<file path="src/rtl/rv_ctrl_pkg.sv">
// Shared definitions for the RV32I ID-stage control unit.
//   - major opcode constants (instruction bits [6:2])
//   - ALU, MemtoReg, Jump and ImmSel encodings
//   - ctrl_t: the control bundle carried from ID into the ID/EX register
//   - alu_from_f3: funct3 (+ alternate bit) to ALU control mapping
package rv_ctrl_pkg;

  localparam logic [4:0] OP_R      = 5'b01100;
  localparam logic [4:0] OP_LOAD   = 5'b00000;
  localparam logic [4:0] OP_IMM    = 5'b00100;
  localparam logic [4:0] OP_STORE  = 5'b01000;
  localparam logic [4:0] OP_BRANCH = 5'b11000;
  localparam logic [4:0] OP_JALR   = 5'b11001;
  localparam logic [4:0] OP_JAL    = 5'b11011;
  localparam logic [4:0] OP_LUI    = 5'b01101;

  localparam logic [3:0] ALU_ADD  = 4'b0010;
  localparam logic [3:0] ALU_SUB  = 4'b0110;
  localparam logic [3:0] ALU_AND  = 4'b0000;
  localparam logic [3:0] ALU_OR   = 4'b0001;
  localparam logic [3:0] ALU_XOR  = 4'b1100;
  localparam logic [3:0] ALU_SLT  = 4'b0111;
  localparam logic [3:0] ALU_SLTU = 4'b1001;
  localparam logic [3:0] ALU_SLL  = 4'b1110;
  localparam logic [3:0] ALU_SRL  = 4'b1101;
  localparam logic [3:0] ALU_SRA  = 4'b1111;

  localparam logic [1:0] M2R_ALU = 2'b00;
  localparam logic [1:0] M2R_MEM = 2'b01;
  localparam logic [1:0] M2R_PC4 = 2'b10;
  localparam logic [1:0] M2R_IMM = 2'b11;

  localparam logic [1:0] JMP_NONE = 2'b00;
  localparam logic [1:0] JMP_JAL  = 2'b01;
  localparam logic [1:0] JMP_JALR = 2'b10;

  localparam logic [2:0] IMM_U = 3'b000;
  localparam logic [2:0] IMM_I = 3'b001;
  localparam logic [2:0] IMM_S = 3'b010;
  localparam logic [2:0] IMM_B = 3'b011;
  localparam logic [2:0] IMM_J = 3'b100;

  typedef struct packed {
    logic       alu_src_b;
    logic [1:0] mem_to_reg;
    logic       reg_write;
    logic       mem_rw;
    logic       br_en;
    logic [2:0] br_cond;
    logic [1:0] jump;
    logic [3:0] alu_ctrl;
    logic       ill_instr;
  } ctrl_t;

  // alt selects sub/sra; the caller decides when the alternate bit is meaningful.
  function automatic logic [3:0] alu_from_f3(input logic [2:0] f3, input logic alt);
    case (f3)
      3'b000:  return alt ? ALU_SUB : ALU_ADD;
      3'b001:  return ALU_SLL;
      3'b010:  return ALU_SLT;
      3'b011:  return ALU_SLTU;
      3'b100:  return ALU_XOR;
      3'b101:  return alt ? ALU_SRA : ALU_SRL;
      3'b110:  return ALU_OR;
      default: return ALU_AND;
    endcase
  endfunction

endpackage

</file>
<file path="src/rtl/id_ex_ctrl_pipe_if.sv">
// ID-side and EX-side signal bundle of the control unit.
//   master: the pipeline around the unit (drives instruction, valid, ready, redirect)
//   slave : id_ex_ctrl_pipe (drives decode flags, stall/flush, ID/EX contents, counters)
// Handshake: valid_id qualifies inst_id; an instruction is consumed on a rising
// edge where MIO_ready=1 and neither pc_stall nor ifid_flush applies to it.
// MIO_ready=0 is a global freeze: nothing is consumed and all state holds.
interface id_ex_ctrl_pipe_if #(
  parameter int RF_AW       = 5,
  parameter int STALL_CNT_W = 16
);
  logic [31:0]            inst_id;
  logic                   valid_id;
  logic                   MIO_ready;
  logic                   redirect_ex;
  logic [2:0]             imm_sel_id;
  logic                   rs1_used_id;
  logic                   rs2_used_id;
  logic                   pc_stall;
  logic                   ifid_stall;
  logic                   ifid_flush;
  logic                   ex_valid;
  logic                   ex_alu_src_b;
  logic                   ex_reg_write;
  logic                   ex_mem_rw;
  logic                   ex_ill_instr;
  logic [3:0]             ex_alu_ctrl;
  logic [1:0]             ex_mem_to_reg;
  logic [1:0]             ex_jump;
  logic                   ex_br_en;
  logic [2:0]             ex_br_cond;
  logic [RF_AW-1:0]       ex_rd;
  logic [RF_AW-1:0]       ex_rs1;
  logic [RF_AW-1:0]       ex_rs2;
  logic [STALL_CNT_W-1:0] stall_cnt;
  logic [STALL_CNT_W-1:0] flush_cnt;

  modport master (
    output inst_id, valid_id, MIO_ready, redirect_ex,
    input  imm_sel_id, rs1_used_id, rs2_used_id, pc_stall, ifid_stall, ifid_flush,
           ex_valid, ex_alu_src_b, ex_reg_write, ex_mem_rw, ex_ill_instr, ex_alu_ctrl,
           ex_mem_to_reg, ex_jump, ex_br_en, ex_br_cond, ex_rd, ex_rs1, ex_rs2,
           stall_cnt, flush_cnt
  );

  modport slave (
    input  inst_id, valid_id, MIO_ready, redirect_ex,
    output imm_sel_id, rs1_used_id, rs2_used_id, pc_stall, ifid_stall, ifid_flush,
           ex_valid, ex_alu_src_b, ex_reg_write, ex_mem_rw, ex_ill_instr, ex_alu_ctrl,
           ex_mem_to_reg, ex_jump, ex_br_en, ex_br_cond, ex_rd, ex_rs1, ex_rs2,
           stall_cnt, flush_cnt
  );
endinterface

</file>
<file path="src/rtl/rv_ctrl_decode.sv">
// Purely combinational RV32I-subset decoder.
//   funct7, funct3, opcode : instruction fields from IF/ID
//   valid                  : IF/ID holds a real instruction; all outputs are 0 otherwise
//   ctrl                   : control bundle; an illegal instruction yields only ill_instr=1
//   imm_sel, rs1_used, rs2_used : immediate selector and source-register use flags
module rv_ctrl_decode import rv_ctrl_pkg::*; #(
  parameter int BRANCH_FULL = 1
) (
  input  logic [6:0] funct7,
  input  logic [2:0] funct3,
  input  logic [6:0] opcode,
  input  logic       valid,
  output ctrl_t      ctrl,
  output logic [2:0] imm_sel,
  output logic       rs1_used,
  output logic       rs2_used
);

  logic ill;

  always_comb begin
    ctrl     = '0;
    imm_sel  = IMM_U;
    rs1_used = 1'b0;
    rs2_used = 1'b0;
    ill      = 1'b0;
    if (valid) begin
      ctrl.alu_ctrl = ALU_ADD;
      // Low bits other than 11 are compressed or reserved encodings.
      if (opcode[1:0] != 2'b11) begin
        ill = 1'b1;
      end else begin
        case (opcode[6:2])
          OP_R: begin
            rs1_used       = 1'b1;
            rs2_used       = 1'b1;
            ctrl.reg_write = 1'b1;
            ctrl.alu_ctrl  = alu_from_f3(funct3, funct7[5]);
            if (!(funct7 == 7'b0000000 ||
                  (funct7 == 7'b0100000 && (funct3 == 3'b000 || funct3 == 3'b101))))
              ill = 1'b1;
          end
          OP_LOAD: begin
            rs1_used        = 1'b1;
            imm_sel         = IMM_I;
            ctrl.alu_src_b  = 1'b1;
            ctrl.mem_to_reg = M2R_MEM;
            ctrl.reg_write  = 1'b1;
          end
          OP_IMM: begin
            rs1_used       = 1'b1;
            imm_sel        = IMM_I;
            ctrl.alu_src_b = 1'b1;
            ctrl.reg_write = 1'b1;
            // Only the shift-right group uses bit 30; addi never becomes sub.
            ctrl.alu_ctrl  = alu_from_f3(funct3, (funct3 == 3'b101) && funct7[5]);
          end
          OP_STORE: begin
            rs1_used       = 1'b1;
            rs2_used       = 1'b1;
            imm_sel        = IMM_S;
            ctrl.alu_src_b = 1'b1;
            ctrl.mem_rw    = 1'b1;
          end
          OP_BRANCH: begin
            rs1_used      = 1'b1;
            rs2_used      = 1'b1;
            imm_sel       = IMM_B;
            ctrl.br_en    = 1'b1;
            ctrl.br_cond  = funct3;
            ctrl.alu_ctrl = ALU_SUB;
            if (BRANCH_FULL != 0) ill = (funct3[2:1] == 2'b01);
            else                  ill = (funct3[2:1] != 2'b00);
          end
          OP_JALR: begin
            rs1_used        = 1'b1;
            imm_sel         = IMM_I;
            ctrl.alu_src_b  = 1'b1;
            ctrl.mem_to_reg = M2R_PC4;
            ctrl.reg_write  = 1'b1;
            ctrl.jump       = JMP_JALR;
          end
          OP_JAL: begin
            imm_sel         = IMM_J;
            ctrl.mem_to_reg = M2R_PC4;
            ctrl.reg_write  = 1'b1;
            ctrl.jump       = JMP_JAL;
          end
          OP_LUI: begin
            imm_sel         = IMM_U;
            ctrl.alu_src_b  = 1'b1;
            ctrl.mem_to_reg = M2R_IMM;
            ctrl.reg_write  = 1'b1;
          end
          default: ill = 1'b1;
        endcase
      end
      // An illegal instruction must not write anything downstream.
      if (ill) begin
        ctrl           = '0;
        ctrl.ill_instr = 1'b1;
      end
    end
  end

endmodule

</file>
<file path="src/rtl/id_ex_ctrl_pipe.sv">
// ID-stage control unit: decode, load-use hazard detection, ID/EX control
// register and saturating stall/flush statistics.
//   clk, rst : rising-edge clock, synchronous active-high reset
//   bus      : id_ex_ctrl_pipe_if slave (instruction in, decode flags,
//              pc_stall/ifid_stall/ifid_flush, registered ex_* bundle, counters)
// Edge priority: rst > freeze (MIO_ready=0) > redirect_ex > load-use hazard > load.
module id_ex_ctrl_pipe import rv_ctrl_pkg::*; #(
  parameter int RF_AW       = 5,
  parameter int BRANCH_FULL = 1,
  parameter int LOAD_USE_EN = 1,
  parameter int STALL_CNT_W = 16
) (
  input logic clk,
  input logic rst,
  id_ex_ctrl_pipe_if.slave bus
);

  ctrl_t            dec_ctrl;
  logic [2:0]       dec_imm_sel;
  logic             dec_rs1_used;
  logic             dec_rs2_used;
  logic [RF_AW-1:0] id_rd, id_rs1, id_rs2;

  ctrl_t                  ex_ctrl;
  logic                   ex_valid;
  logic [RF_AW-1:0]       ex_rd, ex_rs1, ex_rs2;
  logic [STALL_CNT_W-1:0] stall_cnt, flush_cnt;
  logic                   hazard;
  logic                   stall;
  logic                   flush;

  rv_ctrl_decode #(.BRANCH_FULL(BRANCH_FULL)) u_decode (
    .funct7   (bus.inst_id[31:25]),
    .funct3   (bus.inst_id[14:12]),
    .opcode   (bus.inst_id[6:0]),
    .valid    (bus.valid_id),
    .ctrl     (dec_ctrl),
    .imm_sel  (dec_imm_sel),
    .rs1_used (dec_rs1_used),
    .rs2_used (dec_rs2_used)
  );

  assign id_rd  = bus.valid_id ? bus.inst_id[7  +: RF_AW] : '0;
  assign id_rs1 = bus.valid_id ? bus.inst_id[15 +: RF_AW] : '0;
  assign id_rs2 = bus.valid_id ? bus.inst_id[20 +: RF_AW] : '0;

  // A load in EX whose destination is read by the instruction in ID. Only the
  // flagged sources count, so immediate bits sitting in the rs2 field are ignored.
  assign hazard = (LOAD_USE_EN != 0) && bus.valid_id &&
                  ex_valid && ex_ctrl.reg_write && (ex_ctrl.mem_to_reg == M2R_MEM) &&
                  (ex_rd != '0) &&
                  ((dec_rs1_used && (id_rs1 == ex_rd)) ||
                   (dec_rs2_used && (id_rs2 == ex_rd)));

  always_comb begin
    stall = 1'b0;
    flush = 1'b0;
    if (!rst) begin
      if (!bus.MIO_ready)      stall = 1'b1;
      else if (bus.redirect_ex) flush = 1'b1;
      else if (hazard)          stall = 1'b1;
    end
  end

  always_ff @(posedge clk) begin
    if (rst) begin
      ex_ctrl   <= '0;
      ex_valid  <= 1'b0;
      ex_rd     <= '0;
      ex_rs1    <= '0;
      ex_rs2    <= '0;
      stall_cnt <= '0;
      flush_cnt <= '0;
    end else if (bus.MIO_ready) begin
      if (bus.redirect_ex || hazard) begin
        ex_ctrl  <= '0;
        ex_valid <= 1'b0;
        ex_rd    <= '0;
        ex_rs1   <= '0;
        ex_rs2   <= '0;
        if (bus.redirect_ex) begin
          if (flush_cnt != '1) flush_cnt <= flush_cnt + STALL_CNT_W'(1);
        end else begin
          if (stall_cnt != '1) stall_cnt <= stall_cnt + STALL_CNT_W'(1);
        end
      end else begin
        ex_ctrl  <= dec_ctrl;
        ex_valid <= bus.valid_id;
        ex_rd    <= id_rd;
        ex_rs1   <= id_rs1;
        ex_rs2   <= id_rs2;
      end
    end
  end

  assign bus.imm_sel_id    = dec_imm_sel;
  assign bus.rs1_used_id   = dec_rs1_used;
  assign bus.rs2_used_id   = dec_rs2_used;
  assign bus.pc_stall      = stall;
  assign bus.ifid_stall    = stall;
  assign bus.ifid_flush    = flush;
  assign bus.ex_valid      = ex_valid;
  assign bus.ex_alu_src_b  = ex_ctrl.alu_src_b;
  assign bus.ex_reg_write  = ex_ctrl.reg_write;
  assign bus.ex_mem_rw     = ex_ctrl.mem_rw;
  assign bus.ex_ill_instr  = ex_ctrl.ill_instr;
  assign bus.ex_alu_ctrl   = ex_ctrl.alu_ctrl;
  assign bus.ex_mem_to_reg = ex_ctrl.mem_to_reg;
  assign bus.ex_jump       = ex_ctrl.jump;
  assign bus.ex_br_en      = ex_ctrl.br_en;
  assign bus.ex_br_cond    = ex_ctrl.br_cond;
  assign bus.ex_rd         = ex_rd;
  assign bus.ex_rs1        = ex_rs1;
  assign bus.ex_rs2        = ex_rs2;
  assign bus.stall_cnt     = stall_cnt;
  assign bus.flush_cnt     = flush_cnt;

endmodule

</file>
<file path="src/flat_wrapper.sv">
// flat-port wrapper written by rule: the top's interface ports become plain ports
module id_ex_ctrl_pipe_flat import rv_ctrl_pkg::*;
#(
  parameter int RF_AW       = 5,
  parameter int BRANCH_FULL = 1,
  parameter int LOAD_USE_EN = 1,
  parameter int STALL_CNT_W = 16
)
  (clk, rst, bus_inst_id, bus_valid_id, bus_MIO_ready, bus_redirect_ex, bus_imm_sel_id, bus_rs1_used_id, bus_rs2_used_id, bus_pc_stall, bus_ifid_stall, bus_ifid_flush, bus_ex_valid, bus_ex_alu_src_b, bus_ex_reg_write, bus_ex_mem_rw, bus_ex_ill_instr, bus_ex_alu_ctrl, bus_ex_mem_to_reg, bus_ex_jump, bus_ex_br_en, bus_ex_br_cond, bus_ex_rd, bus_ex_rs1, bus_ex_rs2, bus_stall_cnt, bus_flush_cnt);
  id_ex_ctrl_pipe_if #(.RF_AW(RF_AW), .STALL_CNT_W(STALL_CNT_W)) bus_i ();
  input logic clk;
  input logic rst;
  input wire logic [$bits(bus_i.inst_id)-1:0] bus_inst_id;
  input wire logic [$bits(bus_i.valid_id)-1:0] bus_valid_id;
  input wire logic [$bits(bus_i.MIO_ready)-1:0] bus_MIO_ready;
  input wire logic [$bits(bus_i.redirect_ex)-1:0] bus_redirect_ex;
  output wire logic [$bits(bus_i.imm_sel_id)-1:0] bus_imm_sel_id;
  output wire logic [$bits(bus_i.rs1_used_id)-1:0] bus_rs1_used_id;
  output wire logic [$bits(bus_i.rs2_used_id)-1:0] bus_rs2_used_id;
  output wire logic [$bits(bus_i.pc_stall)-1:0] bus_pc_stall;
  output wire logic [$bits(bus_i.ifid_stall)-1:0] bus_ifid_stall;
  output wire logic [$bits(bus_i.ifid_flush)-1:0] bus_ifid_flush;
  output wire logic [$bits(bus_i.ex_valid)-1:0] bus_ex_valid;
  output wire logic [$bits(bus_i.ex_alu_src_b)-1:0] bus_ex_alu_src_b;
  output wire logic [$bits(bus_i.ex_reg_write)-1:0] bus_ex_reg_write;
  output wire logic [$bits(bus_i.ex_mem_rw)-1:0] bus_ex_mem_rw;
  output wire logic [$bits(bus_i.ex_ill_instr)-1:0] bus_ex_ill_instr;
  output wire logic [$bits(bus_i.ex_alu_ctrl)-1:0] bus_ex_alu_ctrl;
  output wire logic [$bits(bus_i.ex_mem_to_reg)-1:0] bus_ex_mem_to_reg;
  output wire logic [$bits(bus_i.ex_jump)-1:0] bus_ex_jump;
  output wire logic [$bits(bus_i.ex_br_en)-1:0] bus_ex_br_en;
  output wire logic [$bits(bus_i.ex_br_cond)-1:0] bus_ex_br_cond;
  output wire logic [$bits(bus_i.ex_rd)-1:0] bus_ex_rd;
  output wire logic [$bits(bus_i.ex_rs1)-1:0] bus_ex_rs1;
  output wire logic [$bits(bus_i.ex_rs2)-1:0] bus_ex_rs2;
  output wire logic [$bits(bus_i.stall_cnt)-1:0] bus_stall_cnt;
  output wire logic [$bits(bus_i.flush_cnt)-1:0] bus_flush_cnt;
  assign bus_i.inst_id = bus_inst_id;
  assign bus_i.valid_id = bus_valid_id;
  assign bus_i.MIO_ready = bus_MIO_ready;
  assign bus_i.redirect_ex = bus_redirect_ex;
  assign bus_imm_sel_id = bus_i.imm_sel_id;
  assign bus_rs1_used_id = bus_i.rs1_used_id;
  assign bus_rs2_used_id = bus_i.rs2_used_id;
  assign bus_pc_stall = bus_i.pc_stall;
  assign bus_ifid_stall = bus_i.ifid_stall;
  assign bus_ifid_flush = bus_i.ifid_flush;
  assign bus_ex_valid = bus_i.ex_valid;
  assign bus_ex_alu_src_b = bus_i.ex_alu_src_b;
  assign bus_ex_reg_write = bus_i.ex_reg_write;
  assign bus_ex_mem_rw = bus_i.ex_mem_rw;
  assign bus_ex_ill_instr = bus_i.ex_ill_instr;
  assign bus_ex_alu_ctrl = bus_i.ex_alu_ctrl;
  assign bus_ex_mem_to_reg = bus_i.ex_mem_to_reg;
  assign bus_ex_jump = bus_i.ex_jump;
  assign bus_ex_br_en = bus_i.ex_br_en;
  assign bus_ex_br_cond = bus_i.ex_br_cond;
  assign bus_ex_rd = bus_i.ex_rd;
  assign bus_ex_rs1 = bus_i.ex_rs1;
  assign bus_ex_rs2 = bus_i.ex_rs2;
  assign bus_stall_cnt = bus_i.stall_cnt;
  assign bus_flush_cnt = bus_i.flush_cnt;
  id_ex_ctrl_pipe #(.RF_AW(RF_AW), .BRANCH_FULL(BRANCH_FULL), .LOAD_USE_EN(LOAD_USE_EN), .STALL_CNT_W(STALL_CNT_W)) u_core (.clk(clk), .rst(rst), .bus(bus_i));
endmodule
</file>
<file path="config.mk">
export PLATFORM = sky130hd
export DESIGN_NAME = id_ex_ctrl_pipe_flat
export DESIGN_NICKNAME = d
export VERILOG_FILES = /design/src/rtl/rv_ctrl_pkg.sv /design/src/rtl/id_ex_ctrl_pipe_if.sv /design/src/rtl/rv_ctrl_decode.sv /design/src/rtl/id_ex_ctrl_pipe.sv /design/src/flat_wrapper.sv
export SDC_FILE = /design/constraint.sdc
export NUM_CORES = 1
export LEC_CHECK = 0
export CAP_MARGIN = 20
export CORE_ASPECT_RATIO = 0.8
export CORE_MARGIN = 2
export CORE_UTILIZATION = 63
export CTS_CLUSTER_SIZE = 16
export DETAILED_ROUTE_END_ITERATION = 7
export DONT_BUFFER_PORTS = 1
export HOLD_SLACK_MARGIN = 0.03
export PLACE_DENSITY = 0.79
export SLEW_MARGIN = 20
export SYNTH_ARGS = -nofsm -noshare
export SYNTH_HDL_FRONTEND = slang
export SYNTH_SLANG_ARGS = --single-unit
</file>
<file path="constraint.sdc">
create_clock -name clk -period 3.8 [get_ports clk]
set_clock_uncertainty 0.05 [all_clocks]
set_input_delay 0.76 -clock clk [delete_from_list [all_inputs] [get_ports clk]]
set_output_delay 0.76 -clock clk [all_outputs]
set_load 0.01 [all_outputs]
</file>
* Yosys cells after proc, flatten, opt, wreduce, memory -nomap -nowiden *
Cells that the tools add are included.

word-level totals
  input bits = 37
  bits in registers = 64
  logic and storage cells = 109
  output and inout bits = 72

operators by class
  add/sub/neg operators = 2
  mux-type cells = 44
  equality and inequality tests = 21
  bitwise operators = 1
  reduce and logical (&&, ||, !) cells = 26

operators with widths
  cell                     number
  $pmux W4 S7              2
  $mux W16                 3
  $add A16 B1 Y16 const B  2
  $ne A16 B16 Y1 const B   2
  $mux W5                  6
  $mux W1                  20
  $reduce_or A6 Y1         3
  $eq A5 B4 Y1 const B     3
  $eq A5 B5 Y1 const B     3
  $mux W15                 1
  $mux W3                  4
  $pmux W3 S4              1
  $pmux W4 S3              1
  $eq A5 B5 Y1             2
  $eq A3 B3 Y1 const B     3
  $logic_and A1 B1 Y1      9
  $reduce_and A4 Y1        2
  $eq A7 B6 Y1 const B     1
  $logic_not A7 Y1         1
  $eq A3 B2 Y1 const B     2
  $pmux W2 S3              1
  $reduce_or A3 Y1         2
  $eq A5 B3 Y1 const B     1
  $logic_not A5 Y1         1
  other kinds (13)         18

* Depth between registers and ports, before layout *
Gate-level depths: netlist of run 1.

  depth in word-level cells = 12
  mapped depth = 12
  depth with buffers taken out = 7

* Cells and area by module *
Synthesis of run 1 repeated with hierarchy kept, for this count alone.

unflattened totals
  cells, all modules = 466
  area total of the unflattened synthesis = 3807.4 sq um

modules (own cells, without submodules)
  module           area each (sq um)  times used  cells an instance  sequential area each (sq um)
  id_ex_ctrl_pipe  3269.4             1           385                1281.2
  rv_ctrl_decode   538.0              1           81                 0.0

* Least setup slack after synthesis of run 1 *
No wires, ideal clock.

  path kind = input to output
  start = input bus_inst_id[6]
  end = output bus_pc_stall
  required time = 2.990 ns
  buffers on the path = 5
  path slack = 0.329 ns
  stages on the path = 11
  arrival time = 2.661 ns
  path through = buf_6 -> or2_1 -> a21oi_2 -> nand2_1 -> o32a_1 -> buf_6 -> buf_6 -> buf_4 -> o21a_1 -> nor2_1 -> buf_4

between the ends
  word-level cells in the longest chain between the ends = 12
  elaborated cells between the ends (all ways) = 22
  those cells by class = 5 x eq/ne; 10 x mux; 7 x reduce/logical

ends and longest elaborated chain
  element                                     RTL line               text
  from (decl)                                 flat_wrapper.sv:13     input wire logic [$bits(bus_i.inst_id)-1:0] bus_inst_id;
  $eq A5 B5 Y1, or another cell as far along  rv_ctrl_decode.sv:33   case (opcode[6:2])
  $reduce_or A6 Y1 (no line) (*)              --
  $mux W1 (*)                                 rv_ctrl_decode.sv:33
  $mux W1 (*)                                 rv_ctrl_decode.sv:30   if (opcode[1:0] != 2'b11) begin
  $mux W1 (*)                                 rv_ctrl_decode.sv:27   if (valid) begin
  net bus_rs1_used_id                         flat_wrapper.sv:18     output wire logic [$bits(bus_i.rs1_used_id)-1:0] bus_rs1_used_id;
  $logic_and A1 B1 Y1 (*)                     id_ex_ctrl_pipe.sv:52  ((dec_rs1_used && (id_rs1 == ex_rd)) ||
  $logic_or A1 B1 Y1 (*)                      id_ex_ctrl_pipe.sv:52
  $logic_and A1 B1 Y1 (*)                     id_ex_ctrl_pipe.sv:51  (ex_rd != '0) &&
  $mux W1 (*)                                 id_ex_ctrl_pipe.sv:61  else if (hazard) stall = 1'b1;
  $mux W1 (*)                                 id_ex_ctrl_pipe.sv:60  else if (bus.redirect_ex) flush = 1'b1;
  $mux W1 (*)                                 id_ex_ctrl_pipe.sv:59  if (!bus.MIO_ready) stall = 1'b1;
  $mux W1 (*)                                 id_ex_ctrl_pipe.sv:58  if (!rst) begin
  to (decl)                                   flat_wrapper.sv:20     output wire logic [$bits(bus_i.pc_stall)-1:0] bus_pc_stall;

Mark *: on every way through the listed nets, which the timed path passes. The rest lies on a longest branch.

* Worst setup path after layout of run 1 *
Ends and elaborated chain as after synthesis.

==> results of run 1 <==
==> metrics by stage <==
| step | total power [mW] | hold WS (ps) | instance area, um^2 | utilization |
|---|---|---|---|---|
| final | 1.35 | 423 | 3610 | 0.669 |
| after global routing | 1.39 | 414 | 3610 | 0.669 |
| after CTS | 1.35 | 412 | 3610 | 0.669 |
| after floorplan | 0.784 | 427 | 3490 | - |
| after global placement | 0.776 | 447 | 3420 | 0.632 |
| after detailed placement | 0.777 | 446 | 3420 | 0.632 |
==> how the worst max path moves through the flow <==
stage                    to           startpoint
5_1_grt        bus_pc_stall  u_core.bus.ex_rd[1]
3_3_place_gp   bus_pc_stall       bus_inst_id[6]
2_1_floorplan  bus_pc_stall       bus_inst_id[6]
6_report       bus_pc_stall       bus_inst_id[6]
3_5_place_dp   bus_pc_stall       bus_inst_id[6]
4_1_cts        bus_pc_stall  u_core.bus.ex_rd[1]
==> cell families (layout without fill, tap and decap cells) <==
logic type	after synthesis	after routing	share of synthesized area
AO/OA/AOI/OAI	88	88	0.202
multiplexers	6	6	0.0186
AND/OR/NAND/NOR	187	187	0.281
buffers and inverters	44	31	0.0641
XOR/XNOR	24	24	0.0602
flip-flops	64	64	0.367
adder cells (fa/ha/maj)	2	2	0.00716
==> where the power goes <==
part	switching, mW	leakage, nW	internal (mW)	total [mW]
clock network	0.285	0.0952	0.302	0.587
registers	0.0107	0.517	0.676	0.687
logic	0.0423	0.592	0.0323	0.0747
==> layout by cell type, fill, tap and decap left out, types with 3 or more instances in the layout <==
cell type,n
inv_1,10
and4_1,4
nand3_1,19
o32ai_1,5
nand2_1,38
xnor2_1,12
or4_1,6
nor2b_1,4
a22oi_1,4
o31ai_1,10
and3_1,8
o21ai_0,9
nor4_1,4
and2_1,3
nand4_1,10
xor2_1,12
o21ai_1,3
o311ai_1,5
clkbuf_8,9
a32oi_1,15
buf_4,3
nor3_1,5
a21oi_1,12
or2_2,5
dfxtp_1,64
mux2_1,4
o41ai_1,7
nor2_1,60
==> final cells by class <==
type | count | area, um^2
well taps | 65 | 81.3
clock buffers | 9 | 124
flip-flops and latches | 64 | 1280
inverters | 12 | 45.0
multi-input cells | 307 | 1990
fillers | 466 | 1790
clock inverters | 7 | 72.6
repair buffers | 3 | 22.5
==> layer usage <==
metal,up-vias,part of all wire,track usage
met1,1465,0.43,0.347
met2,126,0.46,0.419
li1,1498,-,-
met4,0,0.013,0.0735
met3,11,0.095,0.114
met5,-,0,0
==> results summary, run 1 <==
The depth of the CTS H-tree came out at 3. The I/O pin total came out at 109. The aggregate global-route resource usage came out at 0.270. Global routing finished with a remaining overflow of 0. The endpoint type of the worst setup path is an output port.

The number of setup buffers added after CTS came out at 0. The clock insertion delay at the later pin of the skew report came out at 350 ps. Setup repair after global routing left no endpoint under its margin. The transition time at the pin with the least slew margin came out at 615 ps. The via count of the first global-routing pass is 2795. The total negative slack came out at 0 ps.

The tree built by TritonCTS fans out to 64 sinks. 0 antenna diodes ended up in the layout. The maximum VDD drop came out at 0.379 mV.

The start of the worst register-to-register path is u_core.bus.ex_rd[4]. The placement-stage worst setup slack is 847 ps. The HPWL after detailed placement is 5.75 mm. The critical path class is primary input to output port.

The shortest clock period the worst path allows after layout is 2980 ps. The average cell area after synthesis is 8.42 um^2. Yosys mapped a number of flops with a built-in enable equal to 0. The share of the Yosys chip area taken by registers is 0.367.

The final max-slew violation count came out at 0. The share of final-layout standard cells stronger than drive strength 1 came out at 0.0896. The endpoint identified for the worst register-to-register timing path is u_core.bus.ex_mem_to_reg[1]. When the netlist entered floorplanning its net count stood at 454. The DRC marker count from the first detailed-route iteration came out at 183. The power density of the placed cells is 373 nW/um^2. In this run the vertical extent of the chip is 70.6 um. The largest registers in the layout are u_core.bus.flush_cnt (16), u_core.bus.stall_cnt (16).

The remaining design rule violation count came out at 0. The endpoint of the worst hold path is u_core.bus.stall_cnt[4]. The die is 87.3 um wide.

The leakage power is 1.20 nW. The vias after detailed routing came out at 3100. Setup violations remaining at the end of the flow were counted as 0. For the worst setup path, the data arrival time is 2170 ps. The async set-reset flop share out of synthesis is 0. The run finished with clean final reports. Across the run, the number of max-cap violations was 0. The critical path's largest stage delay is 350 ps. For the worst flop-to-flop path, the logic depth is 7. The net count of the finished layout came out at 436. The number of flip-flops and latches in the synthesized netlist came out at 64. The count of different cell masters after synthesis is 66. Entering global routing, the biggest net connects 71 pins. The number of cells on the worst hold path is 1. The reg2reg setup slack is 980 ps.

Walking the worst path, the cells encountered are or2_1 -> a21oi_2 -> nand2_1 -> o32a_1 -> o21a_1 -> nor2_1 -> buf_4. The initial standard-cell utilization of the core came out at 0.646. The worst hold path belongs to the class primary input to flip-flop. The number of hold-slack violations in the final timing report is 0. The top fanout value on the critical path came out at 10. Gates resized during post-CTS repair numbered 0.

TritonCTS built the clock tree. The count of buffers inserted at the top-level ports came out at 0. The final instance count without filler cells came out at 467.

The detailed-route wire length per cell is 17.8 um. The post-route fraction of the period consumed by the critical path came out at 0.784. The cell count after synthesis came out at 415. The tree is rooted in a clkbuf_8.

The buffer levels on the longest clock path is 2. The critical path launch point type is a primary input. By instance count, the leading cell after synthesis is dfxtp_1. The number of iterations in the first detailed-routing pass came out at 5.

By count the netlist is led by dfxtp_1, nor2_1, nand2_1, nand3_1. The number of cells in the design after placement came out at 451. After floorplanning, the core was sized to cover 5410 um^2.

By area the synthesized netlist is led by dfxtp_1, nor2_1, nand2_1. The number of cell rows is 24. The post-route antenna net violation count is 0.

For this run, the number of Yosys warnings is 0. The final wirelength is 8.33 mm. Compared with the post-synthesis result, the final layout area differs by 3.47%. The global-route wire length before repair is 13.4 mm. The worst-case headroom to the max-slew limit is 0.587. The final weighted congestion of routability-driven global placement is 0.832.

The number of antenna violations at the first check in global routing is 0. Together, buffers and inverters on the worst path number 1. For the worst setup path, the data required time is 2990 ps. The kind of cell with the highest combined delay on the critical path is compound AO/OA/AOI/OAI gates. The number of buffers added by the clock tree synthesis step came out at 9. The synthesized design spends more area on one cell type than any other, namely dfxtp_1. The logic depth of the worst setup path including buffers is 7.

The maximum operating frequency is 0.336 GHz. The clock slew seen by the registers of the worst setup and hold paths came out at 70 ps. The die footprint came out at 6160 um^2. The area of the mapped netlist came out at 3490 um^2. The area share of the largest cell type after synthesis came out at 0.367. Dividing the detail-routed via count by the number of cells gives 6.64. The final worst slack is 821 ps.

The number of buffers inserted by hold repair at cts came out at 0. In this run the most critical hold path is launched from rst. In the synthesized netlist the dominant register cell turns out to be dfxtp_1. Among all stages on the critical path, the largest delay is contributed by o32a_1.
Note: power is estimated with default switching activity, not from simulation.
==> run 2: changes to the inputs <==
==> constraint.sdc (replaced) <==
create_clock -name clk -period 3 [get_ports clk]
set_clock_uncertainty 0.05 [all_clocks]
set_input_delay 0.6 -clock clk [delete_from_list [all_inputs] [get_ports clk]]
set_output_delay 0.6 -clock clk [all_outputs]
set_load 0.01 [all_outputs]
==> results summary, run 2 (same netlist as run 1, synthesis figures left out) <==
The total of max-cap violations is 0. In this run the most critical hold path is launched from rst. The layer with the highest usage after global routing is met2. For this design the top-level I/O count stands at 109. The internal power component came out at 1.26 mW. The maximum number of pins on one net before global-route repair is 71.

TritonCTS built the clock tree. The count of buffers inserted at the top-level ports came out at 0. The number of hold-slack violations in the final timing report came out at 0.

In this run, post-CTS hold repair placed 0 buffers. The endpoint type of the worst setup path is an output port. The placeable core region is 5410 um^2.

The timing startpoint of the critical path is u_core.bus.ex_rd[1]. The vias after detailed routing is 3114. The met3 demand-to-capacity share in global routing is 0.0980. The met2 track demand over resource in global routing is 0.414.

The critical path is of the flip-flop to output port type. The worst-case hold slack came out at 271 ps. The cell at the slowest stage of the critical path is dfxtp_1.

The number of setup buffers added after CTS is 0. The number of antenna violations at the first check in global routing is 0. The number of cell rows came out at 24. The largest single stage delay on the critical path is 540 ps. Measured along the x axis, the die boundary spans 87.3 um. The floorplan step set the die height to 70.6 um.

The number of cells on the worst hold path is 1. The HPWL after detailed placement came out at 6.07 mm. The via count of the first global-routing pass came out at 2833. The part of the total power dissipated in the clock network came out at 0.418. The congestion estimate from routability-driven global placement came to 0.889. The global routing usage on met1 came out at 0.387. In the final routed layout, each cell accounts on average for 18.4 um. The placement-stage worst setup slack is 366 ps. The worst register-to-register path ends at u_core.bus.ex_alu_ctrl[3]. The final max-slew violation count is 0.

The run finished with clean final reports. The die footprint came out at 6160 um^2. The finished cells cover 3640 um^2. The instance area at placement is 3450 um^2. The power density of the placed cells is 457 nW/um^2. Setup violations remaining at the end of the flow were counted as 0. The most critical setup path has its endpoint at bus_pc_stall. The aggregate global-route resource usage is 0.278. The maximum operating frequency is 0.351 GHz. The cell at the root of the clock tree is clkbuf_8. The start of the worst register-to-register path is u_core.bus.ex_rd[4]. The logic depth of the worst setup path including buffers came out at 6. The initial standard-cell utilization of the core is 0.646. Data on the critical path is required at its endpoint by 2350 ps. At the later pin of the worst-skew pair, clock insertion delay measures 340 ps. In the layout the commonest cells are dfxtp_1, nor2_1, nand2_1.

The analysis attributes to cell leakage a power of 1.23 nW. Setup repair after global routing left no endpoint under its margin. The DRC marker count from the first detailed-route iteration came out at 235. Dividing the final minimum period by the clock period gives 0.949. The post-route antenna net violation count is 0. The buffer levels on the longest clock path is 2. The most common cell after layout, fill and taps aside is dfxtp_1. STA classifies the critical path startpoint as a flip-flop. Of the total power, the share spent switching nets is 0.239. Across the VDD grid, the largest voltage drop is 0.328 mV. The clock slew seen by the registers of the worst setup and hold paths came out at 70 ps. The number of iterations in the first detailed-routing pass came out at 6. The remaining design rule violation count came out at 0. The share of total power dissipated in sequential elements is 0.524. The number of cells on the worst reg-to-reg path is 7.

The first global-routing pass estimated 13.7 mm of wire. The residual overflow from global routing is 0. The power share of the combinational group is 0.058. The transition time at the pin with the least slew margin is 573 ps. The worst-case headroom to the max-slew limit is 0.614.

The share of final-layout standard cells stronger than drive strength 1 came out at 0.101. The cell family contributing the most delay on the critical path is simple AND/OR/NAND/NOR gates. The depth of the CTS H-tree came out at 3. The tree built by TritonCTS fans out to 64 sinks. The routed design has 8.67 mm of wire.

Once the clock tree was built, the resizer swapped 0 gates to a different size. The net count of the finished layout is 440. The total power consumption of the routed design is 1.66 mW. At the end of the flow the core is filled with cells to 0.673. The endpoint arrival time on the critical path came out at 2200 ps. The number of buffers added by the clock tree synthesis step came out at 9. The number of antenna diodes in the final layout is 0. The final worst slack is 153 ps. The relative area change from synthesis to final layout is 4.08%. In the final layout, the registers with the most flip-flops are u_core.bus.flush_cnt (16), u_core.bus.stall_cnt (16). After filler insertion, the fill cell instance count of the layout stands at 479. The buffer and inverter count on the worst path is 0. The path class of the tightest hold or removal check is primary input to flip-flop. The net switching power is 0.397 mW.

The signal on the critical path passes through nor4bb_1 -> nand2_1 -> a32o_1 -> o32a_2 -> o21a_1 -> nor2_2. The number of vias per cell came out at 6.61. The reg2reg setup slack came out at 310 ps. The shortest clock period the worst path allows after layout came out at 2850 ps. The top fanout value on the critical path came out at 7.
## run 2: cell types whose count changed in the layout (fill, tap and decap cells not counted), moves of 2 or more
cell / change
buf_4: +4
clkbuf_8: +3
clkinv_4: -2
clkinvlp_4: -2
## run 2: cell type report
class,instances,area (um^2),share of cell area
timing repair buffer,7,52.6,0.0145
tap,65,81.3,0.0224
multi-input combinational,307,1990,0.548
clock inverter,3,15.0,0.00413
clock buffer,13,169,0.0465
inverter,12,45.0,0.0124
sequential,64,1280,0.352
## run 2: stage by stage
stage,instances,TNS (ps)
global route,471,0
global placement,455,0
floorplan,415,-4.94
detailed placement,455,0
CTS,471,0
finish,471,0
## run 2: worst min path at each step
| stage | end | slack [ps] |
|---|---|---|
| after floorplan | u_core.bus.ex_br_cond[1] | 430 |
| after global placement | u_core.bus.ex_br_cond[1] | 450 |
| after detailed placement | u_core.bus.ex_br_cond[1] | 460 |
| after CTS | u_core.bus.stall_cnt[14] | 260 |
| after global routing | u_core.bus.stall_cnt[14] | 260 |
| final | u_core.bus.stall_cnt[4] | 270 |
## run 2: layer usage
metal	routed length, um	vias up	share of wire
li1	-	1501	-
met1	3790	1449	0.44
met2	3850	152	0.44
met3	951	12	0.11
met4	79	0	0.0091
met5	0	-	0
## run 2: power groups by stage
stage	clock, mW	combinational (mW)	sequential (mW)
global route	0.734	0.107	0.871
CTS	0.706	0.0961	0.870
detailed placement	0	0.0956	0.890
global placement	0	0.0939	0.890
floorplan	0	0.109	0.886
finish	0.694	0.0960	0.870
## run 2: worst reg2reg max path, cell delays in order, from the launching register on
cell	delay (ps)
dfxtp_1	430
or4_1	560
o211a_1	240
nand3_1	80
o32a_2	150
buf_4	300
nand3_2	340
o41ai_1	440
==> run 3: changes to the inputs <==
--- a/config.mk
+++ b/config.mk
@@ -8,13 +8,14 @@
 export CAP_MARGIN = 20
 export CORE_ASPECT_RATIO = 0.8
 export CORE_MARGIN = 2
-export CORE_UTILIZATION = 63
+export CORE_UTILIZATION = 64
 export CTS_CLUSTER_SIZE = 16
 export DETAILED_ROUTE_END_ITERATION = 7
 export DONT_BUFFER_PORTS = 1
 export HOLD_SLACK_MARGIN = 0.03
-export PLACE_DENSITY = 0.79
+export PLACE_DENSITY = 0.8
 export SLEW_MARGIN = 20
 export SYNTH_ARGS = -nofsm -noshare
 export SYNTH_HDL_FRONTEND = slang
+export SYNTH_HIERARCHICAL = 1
 export SYNTH_SLANG_ARGS = --single-unit
==> results summary, run 3 <==
The flow ran to the end, and the final reports show no timing, DRC or antenna violations. Yosys mapped a number of flops with a built-in enable equal to 0. For the worst-skew pair, the clock arrives at the later sink with an insertion delay of 340 ps. The endpoint arrival time on the critical path came out at 2260 ps. The clock passes through at most 2 buffers.

The leakage power is 1.36 nW. The number of flip-flops and latches in the synthesized netlist came out at 64. The power density of the placed cells is 444 nW/um^2. The final wirelength came out at 8.85 mm. Leaving out fill and tap cells, the most frequent cells in the layout are nand2_1, dfxtp_1, nor2_1. The number of hold-slack violations in the final timing report is 0. The endpoint identified for the worst register-to-register timing path is u_core/bus.stall_cnt[2].

The total of max-cap violations is 0. The filler cell count in the final layout came out at 508. The initial standard-cell utilization of the core came out at 0.654. The area of the mapped netlist came out at 3810 um^2. The detailed-route wire length per cell came out at 16.5 um. The top fanout value on the critical path is 16. The number of sinks on the clock net is 64.

The number of iterations in the first detailed-routing pass is 5. The I/O pin total is 109. The most instantiated flip-flop cell in the synthesis netlist is dfxtp_1.

During placement, the flow inserted port buffers numbering 0. After floorplanning, the core was sized to cover 5820 um^2. The worst-case headroom to the max-slew limit is 0.512. The signal on the critical path passes through and2b_4 -> o31ai_4 -> o2111ai_4 -> a21oi_2 -> a21o_1. Synthesis instantiated 73 different standard cells from the library.

The post-route fraction of the period consumed by the critical path came out at 0.969. The average cell area after synthesis is 8.17 um^2. The reg2reg setup slack is 380 ps. The cell at the slowest stage of the critical path is dfxtp_1. The net count after synthesis came out at 505. 0 antenna diodes ended up in the layout. Data on the critical path is required at its endpoint by 2350 ps. The number of cells on the worst reg-to-reg path is 5. The critical path's largest stage delay came out at 520 ps. The endpoint type of the worst setup path is an output port. The share of final-layout standard cells stronger than drive strength 1 is 0.136.

TritonCTS created 9 clock buffers. The relative area change from synthesis to final layout came out at 5.55%. TritonCTS built the clock tree.

The timing startpoint of the critical path is u_core/bus.ex_rd[4]. The post-route antenna net violation count came out at 0. The critical path launch point type is a flip-flop.

Setup repair after global routing left no endpoint under its margin. Summed over all instances, the cell type with the most area after synthesis is dfxtp_1. Summed over all layers, the global routing overflow is 0.

Sorting the synthesized cells by how often they occur yields nand2_1, dfxtp_1, nor2_1, o21ai_0, nand3_1. The floorplan has 25 rows. Summing all multi-input logic gate instances after layout gives 2340 um^2. The congestion estimate from routability-driven global placement came to 0.892. The most critical setup path has its endpoint at bus_pc_stall. The library cell used most frequently in the layout, excluding fill and tap cells, is nand2_1. The maximum operating frequency came out at 0.344 GHz. The startpoint identified for the worst register-to-register timing path is u_core/bus.ex_rd[4]. Measured along the x axis, the die boundary spans 90.2 um. The via count of the first global-routing pass came to 2915. In the final layout, flip-flops and latches occupy 1280 um^2. The maximum number of pins on one net before global-route repair is 52. The final-report setup violation count came out at 0. The aggregate global-route resource usage came out at 0.265.

The number of cells produced by synthesis came out at 466. In the routed design, unresolved DRC markers number 0. The shortest clock period the worst path allows after layout is 2910 ps. The die footprint is 6590 um^2. The total negative slack came out at 0 ps.

The vias after detailed routing came out at 3310. Among all cell types in the netlist, the one instantiated most often is nand2_1. The global-route wire length before repair is 14.2 mm.

The final instance count without filler cells came out at 536. The worst hold path belongs to the class primary input to flip-flop. The async set-reset flop share out of synthesis is 0. In the post-synthesis netlist, the biggest area contributors are dfxtp_1, nand2_1, o21ai_0.

The clock slew seen by the registers of the worst setup and hold paths came out at 70 ps. The DRC marker count from the first detailed-route iteration is 169. The worst setup path is of the flip-flop to output port kind. The largest registers in the layout are u_core/bus.flush_cnt (16), u_core/bus.stall_cnt (16). The part of the Yosys area used for sequential elements is 0.337. The number of setup buffers added after CTS is 0. The cell at the root of the clock tree is clkbuf_8.

The final max-slew violation count is 0. In the final design database the tool counted 489 nets. The maximum VDD drop is 0.542 mV.

The number of vias per cell is 6.18. The die extent in y is 73.0 um. The synthesis warning total is 6. Counting tap cells, the placed design contains a total of 520 instances. Of the post-synthesis cell area, the dominant cell type holds 0.337. The transition time at the pin with the least slew margin is 726 ps. After legalization and detailed placement, the total HPWL measured 6.24 mm.

The depth of the CTS H-tree came out at 3. The number of antenna violations at the first check in global routing came out at 0.
## run 3: changes by cell type in the layout (fill, tap and decap cells not counted), sizes merged, moves of 7 or more
cell     delta
nor2b      +15
a2111oi     +9
xnor2      -11
mux2       +11
nand2      +34
a21oi       -8
o31ai       -7
nor3        +8
nand3      +16
nor2       -19
o21ai      +25
a32oi      -14
o41ai       -8
## run 3: repair_timing
item / CTS / global route
gates resized for setup: 0 / 1
hold endpoints to repair: 0 / 0
hold buffers: 0 / 0
setup endpoints to repair: 0 / 2
## run 3: kinds of logic after synthesis
kind of cell,Yosys count,synth area share
AO/OA/AOI/OAI,88,0.184
XOR/XNOR,19,0.0437
adder cells (fa/ha/maj),2,0.00657
buffers and inverters,39,0.0506
flip-flops,64,0.337
multiplexers,19,0.0549
AND/OR/NAND/NOR,235,0.323
## run 3: critical path, delay by kind of cell, from the launching register on
family           cells  cell delay (ps)
AND/OR/NAND/NOR      1              250
AO/OA/AOI/OAI        4             1150
flip-flops           1              520
## run 3: area by class of cell
cell class / count / share of cell area
clock buffers: 9 / 0.0308
clock inverters: 7 / 0.0237
inverters: 5 / 0.00467
multi-input cells: 363 / 0.583
flip-flops and latches: 64 / 0.319
well taps: 81 / 0.0252
repair buffers: 7 / 0.0131
## run 3: stage by stage
stage	hold slack (ps)	cell area [um^2]	utilization	power (mW)	setup slack [ps]
detailed placement	449	3800	0.653	0.989	259
finish	279	4020	0.691	1.78	93.4
global route	254	4020	0.691	1.85	4.98
global placement	444	3800	0.653	0.986	361
CTS	260	4020	0.691	1.80	89.5
floorplan	433	3820	-	1.00	23.2
## run 3: worst min-delay path by stage
stage	from	endpoint	depth (start not counted)
floorplan	u_core/bus.ex_alu_ctrl[0]	u_core/bus.ex_alu_ctrl[0]	2
global placement	u_core/bus.ex_alu_src_b	u_core/bus.ex_alu_src_b	2
detailed placement	u_core/bus.ex_rs1[4]	u_core/bus.ex_rs1[4]	2
CTS	rst	u_core/bus.flush_cnt[14]	1
global route	rst	u_core/bus.flush_cnt[11]	1
finish	rst	u_core/bus.flush_cnt[4]	1
## run 3: routing by layer
metal	GRT usage	wire, um	vias up
li1	-	-	1633
met1	0.352	3890	1547
met2	0.404	4060	124
met3	0.103	815	6
met4	0.0735	81	0
met5	0	0	-
## run 3: power by group
group | switching, mW | internal (mW) | total [mW]
Sequential | 0.0138 | 0.857 | 0.871
Combinational | 0.0567 | 0.0431 | 0.0998
Clock | 0.343 | 0.469 | 0.812
